File: src/rtl/soc_rst_seq.sv
// SoC reset sequencer: clock lock -> DRAM reset pulse -> calibration wait -> SoC reset hold -> run.
// Define SOC_RST_SEQ_CALIB_TIMEOUT_EN to enable calibration timeout, retry and FAIL handling.
module soc_rst_seq #(
  parameter int unsigned DramRstCycles = 16,
  parameter int unsigned CalibTimeout  = 2**22,
  parameter int unsigned MaxRetries    = 3,
  parameter int unsigned HoldCycles    = 32,
  localparam int unsigned RetryW = (MaxRetries > 0) ? $clog2(MaxRetries + 1) : 1
) (
  input  logic              clk_i,
  input  logic              rst_ni,
  input  logic              locked_i,
  input  logic              calib_done_i,
  input  logic              sw_rst_req_i,
  input  logic [1:0]        boot_mode_i,
  output logic              dram_rst_o,
  output logic              soc_rst_no,
  output logic [1:0]        boot_mode_o,
  output logic              calib_fail_o,
  output logic [RetryW-1:0] retry_cnt_o,
  output logic [2:0]        state_o
);

  localparam int unsigned MaxA   = (DramRstCycles > HoldCycles) ? DramRstCycles : HoldCycles;
  localparam int unsigned MaxCnt = (MaxA > CalibTimeout) ? MaxA : CalibTimeout;
  localparam int unsigned CntW   = $clog2(MaxCnt + 1);

  localparam logic [CntW-1:0] DramLast = CntW'(DramRstCycles - 1);
  localparam logic [CntW-1:0] HoldLast = CntW'(HoldCycles - 1);
`ifdef SOC_RST_SEQ_CALIB_TIMEOUT_EN
  localparam logic [CntW-1:0] CalibLast = CntW'(CalibTimeout - 1);
`endif

  typedef enum logic [2:0] {
    WAIT_LOCK  = 3'd0,
    DRAM_RST   = 3'd1,
    WAIT_CALIB = 3'd2,
    HOLD       = 3'd3,
    RUN        = 3'd4,
    FAIL       = 3'd5
  } state_e;

  state_e            state_q, state_d;
  logic [CntW-1:0]   cnt_q, cnt_d;
  logic [RetryW-1:0] retry_q, retry_d;
  logic [1:0]        boot_q, boot_d;
  logic [2:0]        sync0_q, sync1_q;
  logic              dram_rst_q, soc_rst_q, fail_q;
  logic              lock, calib, swreq;

  assign lock  = sync1_q[0];
  assign calib = sync1_q[1];
  assign swreq = sync1_q[2];

  always_comb begin
    state_d = state_q;
    cnt_d   = cnt_q;
    retry_d = retry_q;
    boot_d  = boot_q;
    if (state_q != WAIT_LOCK && !lock) begin
      state_d = WAIT_LOCK;
      cnt_d   = '0;
      retry_d = '0;
    end else begin
      case (state_q)
        WAIT_LOCK: if (lock) begin
          state_d = DRAM_RST;
          cnt_d   = '0;
        end
        DRAM_RST: if (cnt_q == DramLast) begin
          state_d = WAIT_CALIB;
          cnt_d   = '0;
        end else begin
          cnt_d = cnt_q + 1'b1;
        end
        WAIT_CALIB: if (calib) begin
          state_d = HOLD;
          cnt_d   = '0;
        end
`ifdef SOC_RST_SEQ_CALIB_TIMEOUT_EN
        else if (cnt_q == CalibLast) begin
          cnt_d = '0;
          if (retry_q < RetryW'(MaxRetries)) begin
            retry_d = retry_q + 1'b1;
            state_d = DRAM_RST;
          end else begin
            state_d = FAIL;
          end
        end else begin
          cnt_d = cnt_q + 1'b1;
        end
`endif
        HOLD: if (swreq) begin
          cnt_d = '0;
        end else if (cnt_q == HoldLast) begin
          state_d = RUN;
          cnt_d   = '0;
          boot_d  = boot_mode_i;
          retry_d = '0;
        end else begin
          cnt_d = cnt_q + 1'b1;
        end
        RUN: if (!calib) begin
          state_d = DRAM_RST;
          cnt_d   = '0;
        end else if (swreq) begin
          state_d = HOLD;
          cnt_d   = '0;
        end
        FAIL: if (swreq) begin
          state_d = WAIT_LOCK;
          retry_d = '0;
        end
        default: state_d = WAIT_LOCK;
      endcase
    end
  end

  // Outputs are decoded from the next state so they change on the same edge as state_q.
  always_ff @(posedge clk_i or negedge rst_ni) begin
    if (!rst_ni) begin
      sync0_q    <= '0;
      sync1_q    <= '0;
      state_q    <= WAIT_LOCK;
      cnt_q      <= '0;
      retry_q    <= '0;
      boot_q     <= '0;
      dram_rst_q <= 1'b1;
      soc_rst_q  <= 1'b0;
      fail_q     <= 1'b0;
    end else begin
      sync0_q    <= {sw_rst_req_i, calib_done_i, locked_i};
      sync1_q    <= sync0_q;
      state_q    <= state_d;
      cnt_q      <= cnt_d;
      retry_q    <= retry_d;
      boot_q     <= boot_d;
      dram_rst_q <= (state_d == WAIT_LOCK) || (state_d == DRAM_RST);
      soc_rst_q  <= (state_d == RUN);
      fail_q     <= (state_d == FAIL);
    end
  end

  // Without the timeout build, retry never increments and FAIL is unreachable,
  // so both registers collapse to constant zero.
  assign dram_rst_o   = dram_rst_q;
  assign soc_rst_no   = soc_rst_q;
  assign boot_mode_o  = boot_q;
  assign calib_fail_o = fail_q;
  assign retry_cnt_o  = retry_q;
  assign state_o      = state_q;

endmodule
File: config.mk
export PLATFORM = sky130hd
export DESIGN_NAME = soc_rst_seq
export DESIGN_NICKNAME = d
export VERILOG_FILES = /design/src/rtl/soc_rst_seq.sv
export SDC_FILE = /design/constraint.sdc
export NUM_CORES = 1
export LEC_CHECK = 0
export CAP_MARGIN = 30
export CORE_ASPECT_RATIO = 1.5
export CORE_MARGIN = 2
export CORE_UTILIZATION = 45
export DETAILED_ROUTE_END_ITERATION = 16
export PLACE_DENSITY_LB_ADDON = 0.15
export SYNTH_ARGS = -nofsm -noshare
export SYNTH_HDL_FRONTEND = slang
export SYNTH_SLANG_ARGS = --single-unit
File: constraint.sdc
create_clock -name clk_i -period 2 [get_ports clk_i]
set_input_delay 0.4 -clock clk_i [delete_from_list [all_inputs] [get_ports clk_i]]
set_output_delay 0.4 -clock clk_i [all_outputs]
set_load 0.05 [all_outputs]
Word-level counts from Yosys, hierarchy flattened:

Index checks and enable logic that the tools add are counted.

* add/sub/neg operators: 1
* multiplexer cells: 24
* reduce and logical (&&, ||, !) cells: 11
* shift operators: 0
* div/mod/pow operators: 0
* bitwise gates (word level): 2
* equal/unequal tests: 16
* order comparisons: 0
* multipliers: 0

Operators by type and width (number)
* two-way mux 23 bit: 8
* case mux 23 bit (5 select lines): 1
* two-way mux 3 bit: 9
* adder 23 x 1 -> 23 bit, second input constant: 1
* equality test 23 x 4 -> 1 bit, second input constant: 1
* equality test 23 x 5 -> 1 bit, second input constant: 1
* case mux 3 bit (6 select lines): 1
* != test 3 bit, second input constant: 5
* equality test 3 bit, second input constant: 4
* AND reduction 4 bit: 3
* two-way mux 2 bit: 4
* equality test 3 x 1 -> 1 bit, second input constant: 2
* equality test 3 x 2 -> 1 bit, second input constant: 2
* zero test 3 bit: 2
* nonzero test 3 bit: 2
* nonzero test 6 bit: 1
* != test 4 bit, second input constant: 1
* case mux 2 bit (2 select lines): 1
* inverter 1 bit: 2
* logical AND 1 bit: 1
* zero test 1 bit: 1
* logical OR 1 bit: 1

* ROM bits: 0
* logic and storage cells: 63
* bits in writable memories: 0
* register bits after elaboration: 39
* memories kept: 0
* bits in latches: 0
* output and inout port bits: 10

Depth between registers and ports, before layout:

* depth after elaboration: 7
* depth in mapped cells: 9

Worst setup path before layout:

OpenSTA, ideal clock, no wires.

* path type: reg2reg
* start point: register state_q[0] (netlist: state_o[0])
* end point: register cnt_q[19]
* data required time: 1.927 ns
* data arrival time: 2.182 ns
* stages on the path, launching flop included: 8
* path slack: -0.255 ns
* library setup time: 0.073 ns
* path buffers: 1
* cell sequence: dfrtp_1 buf_2 nor2_1 o21ai_1 a21boi_1 or3_1 or4_4 a21oi_2

* word-level cells in the longest chain between the ends: 4

Ends and longest elaborated chain
* start, declared: line 43 `state_e state_q, state_d;`
* start signal, assigned: line 134 `state_q <= state_d;`
* nonzero test 3 bit: line 60 `if (state_q != WAIT_LOCK && !lock) begin`
* logical AND 1 bit: line 60
* != test 4 bit (no source line) (tied with other cells)
* AND reduction 4 bit (no source line)
* end signal, assigned: line 135 `cnt_q <= cnt_d;`
* end, declared: line 44 `logic [CntW-1:0] cnt_q, cnt_d;`

Parallel ways exist; a longest one is shown, timed or not.
A chain may end at the register's enable or synchronous reset.

Worst setup path after layout:

* start point: register cnt_q[20]
* end point: register soc_rst_q (netlist: soc_rst_no)

* word-level cells in the longest chain between the ends: 6

Ends and longest elaborated chain
* equality test 23 x 5 -> 1 bit: line 95 `end else if (cnt_q == HoldLast) begin`
* two-way mux 3 bit: line 95
* two-way mux 3 bit: line 93 `HOLD: if (swreq) begin`
* case mux 3 bit (6 select lines) *: line 65 `case (state_q)`
* two-way mux 3 bit *: line 60
* equality test 3 bit *: line 139 `soc_rst_q <= (state_d == RUN);`
* end signal, assigned: line 139
* end, declared: line 48 `logic dram_rst_q, soc_rst_q, fail_q;`

Every way passes the cells marked *; elsewhere a longest branch is shown, timed or not.

==> flow_summary_export.csv <==
group,metric,value,unit
outcome,outcome,"finished clean",
logic_synthesis,synth_edf_count,0,
sta,fmax,503,MHz
sta,maxSlewViolCount,0,
logic_synthesis,yosys_warnings,0,
clock_tree,clk_path_buf_depth,2,
sta,whs,0.351,ns
logic_synthesis,synthTopCellsByArea,"dfrtp_1 45%, xnor2_1 5.2%, nor2_1 5.1%, nand2_1 2.6%, nor3_1 2.5%",
power,switchingPower,0.670,mW
worst_setup_path,endpoint,"soc_rst_no",
worst_setup_path,cp-end-kind,"flip-flop",
power,seqPwrFrac,0.435,
logic_synthesis,synth_fa_ha_area_frac,0.00624,
job,drv_cap,0,
worst_setup_path,cp.arrival,2.22,ns
global_routing,grt_usage,0.216,
logic_synthesis,synth_xor_area_frac,0.0524,
logic_synthesis,yosys.area.top_type,"dfrtp_1",
clock_tree,htreeDepth,2,
logic_synthesis,muxShareOfSynthArea,0.0112,
worst_setup_path,cpPeakStageDelay,0.56,ns
worst_setup_path,critical-path-slowest-cell,"or4_4",
worst_setup_path,setup.worst_path.class,"reg -> reg",
clock_tree,cts_tree,"done",
drt,via_per_inst,5.75,
min_path,hp-class,"reg -> reg",
clock_tree,clk_latency,0.30,ns
logic_synthesis,synth_top_family_by_area,"simple AND/OR/NAND/NOR gates",
die,ioPinCount,17,
logic_synthesis,synthFlopType,"dfrtp_1",
sta,rsz0062_at_grt,"yes",
logic_synthesis,synth_most_common_cell,"dfrtp_1",
worst_setup_path,path_max_fanout,3,
drt,num_vias,1748,
worst_setup_path,reg2regPathDepth,6,
final_layout,diodes,0,
die,fp.dieH,85.8,um
drt,drcViolationCount,0,
die,rows,29,
worst_setup_path,startpoint_type,"flip-flop",
worst_setup_path,regToRegStartpoint,"cnt_q[20]",
worst_setup_path,startpoint,"cnt_q[20]",
power,power.density,746,nW/um2
final_layout,nNetsFinal,265,
die,core_area,4250,um2
drt,finalWirelength,4910,um
die,start_util,0.472,
final_layout,drive_gt1_frac,0.322,
power,p_comb_frac,0.304,
place,gp_congestion,0.895,
place,post-place-ws,0.0160,ns
power,power.leakage,1.13,nW
sta,setup_ws,0.00996,ns
drt,drt_iter0_drc,139,
place,dpl-instance-area,2470,um2
global_routing,grt_antenna_before_repair,0,
power,clockPowerShare,0.261,
sta,period_share,0.995,
global_routing,grt_pass1_vias,1766,
logic_synthesis,synthDominantCellAreaShare,0.449,
logic_synthesis,synthSimpleGateAreaFrac,0.302,
die,dieArea,5020,um2
global_routing,grt_max_degree,38,
logic_synthesis,ys_ff_latch,37,
power,ir_worst_vdd,0.000742,V
logic_synthesis,avgSynthCellArea,9.88,um2
clock_tree,cts.clk_slew.worst_paths,0.07,ns
global_routing,grt_overflow,0,
logic_synthesis,ys_seq_area_frac,0.462,
min_path,holdPathStages,0,
worst_setup_path,crit_chain,"or4_4 > nor4_4 > buf_4 > a22oi_1 > a21oi_2 > and2_1",
worst_setup_path,cp.required,2.23,ns
worst_setup_path,r2r_setup_slack,0.01,ns
drt,wire_per_inst,16.1,um
logic_synthesis,netlist_top_cells_count,"36 x dfrtp_1, 27 x nor2_1, 14 x nand2_1",
clock_tree,cts.sinks,37,
logic_synthesis,async_flop_share,1.00,
drt,postRouteAntennaNets,0,
drt,dr.pass1.iters,4,
sta,fin_tns_setup,0,ns
logic_synthesis,synth_cell_types,53,
clock_tree,ctsHoldBuffers,0,
final_layout,final_area,2620,um2
sta,hold_violations,0,
die,die_x,58.5,um
logic_synthesis,synth_compound_area_frac,0.130,
power,intPower,1.29,mW
sta,skew,0.00891,ns
worst_setup_path,rr_endpoint,"soc_rst_no",
sta,final-setup-viol-count,0,
global_routing,grt_pass1_wl,8180,um
final_layout,synthToLayoutAreaGrowth,30.7,%
clock_tree,cts_buffers,5,
place,place_hpwl,3630,um
clock_tree,cts_root_buf,"clkbuf_8",
sta,period_needed,1.99,ns
power,swShare,0.343,
logic_synthesis,syn_area,2010,um2
logic_synthesis,syn-instance-count,203,
place,port_buffers,14,
-- per-stage QoR --
step                      utilization  power (mW)  instances
after floorplan                     -        1.24        204
after global placement          0.583        1.43        294
after detailed placement        0.583        1.45        294
after CTS                       0.602        1.95        302
after global routing            0.617        2.06        304
final                           0.617        1.96        304
-- worst min path at each step --
stage                endpoint       start  slack (ns)
3_3_place_gp       sync1_q[1]  sync0_q[1]        0.33
2_1_floorplan  boot_mode_o[0]      rst_ni        0.10
6_report           sync1_q[0]  sync0_q[0]        0.35
3_5_place_dp       sync1_q[0]  sync0_q[0]        0.34
4_1_cts            sync1_q[0]  sync0_q[0]        0.36
5_1_grt            sync1_q[0]  sync0_q[0]        0.37
-- layout make-up --
class,count,area (um2)
Timing Repair Buffer,54,459
Tap cell,46,57.6
Fill cell,354,1620
Clock buffer,6,72.6
Multi-Input combinational cell,154,1070
Clock inverter,2,10.0
Sequential cell,37,931
Inverter,5,18.8
-- state kept, by name, summed over array words and instances, names as in the netlist --
register,flops
boot_mode_o,2
calib_fail_o,1
cnt_q,23
dram_rst_o,1
soc_rst_no,1
state_o,3
sync0_q,3
sync1_q,3
-- per-layer routing --
layer	share of wire	up-vias	routed length, um	global-route usage
met1	0.38	844	1880	0.237
met4	0.032	0	157	0.0951
li1	-	839	-	-
met2	0.55	48	2690	0.395
met5	0	-	0	0
met3	0.038	17	186	0.0362
-- critical path, delay by kind of cell, from the launching register on --
kind                   cells  cell delay (ns)
buffers and inverters      1             0.19
AOI/OAI and AO/OA          2             0.30
DFF                        1             0.39
and+or+nand+nor            3             1.05
-- cell usage in the layout (no fill, tap or decap), drive strengths merged, types with 2 or more instances in the layout --
| master | count |
|---|---|
| nor2b | 5 |
| xnor2 | 12 |
| and4 | 2 |
| nand3 | 7 |
| or4 | 2 |
| nor2 | 28 |
| or3 | 2 |
| or2 | 2 |
| and3 | 3 |
| nor3 | 13 |
| a22o | 5 |
| clkbuf | 6 |
| o21ai | 10 |
| nand2 | 14 |
| nor4 | 9 |
| inv | 5 |
| clkinv | 2 |
| conb | 2 |
| buf | 44 |
| nand4 | 9 |
| clkdlybuf4s50 | 10 |
| a21oi | 8 |
| a31oi | 2 |
| dfrtp | 36 |
| mux2 | 2 |
-- power groups by stage --
stage	registers [mW]	logic (mW)	clock network, mW
after floorplan	0.898	0.344	0
after global placement	0.863	0.568	0
after detailed placement	0.866	0.583	0
after CTS	0.852	0.583	0.518
after global routing	0.860	0.645	0.556
final	0.851	0.595	0.510
-- logic make-up (layout without fill, tap and decap cells) --
group / after synthesis / after routing
fa+ha+maj: 1 / 1
simple gates: 101 / 101
compound gates: 36 / 36
buf+inv: 13 / 67
xor+xnor: 12 / 12
flops: 37 / 37
other cells: 1 / 2
mux: 2 / 2
-- what timing repair did --
action / 4_1_cts / 5_1_grt
setup buffers: 0 / 2
gates resized for setup: 0 / 11
setup endpoints to repair: 0 / 28
Note: power is estimated with default switching activity, not from simulation.
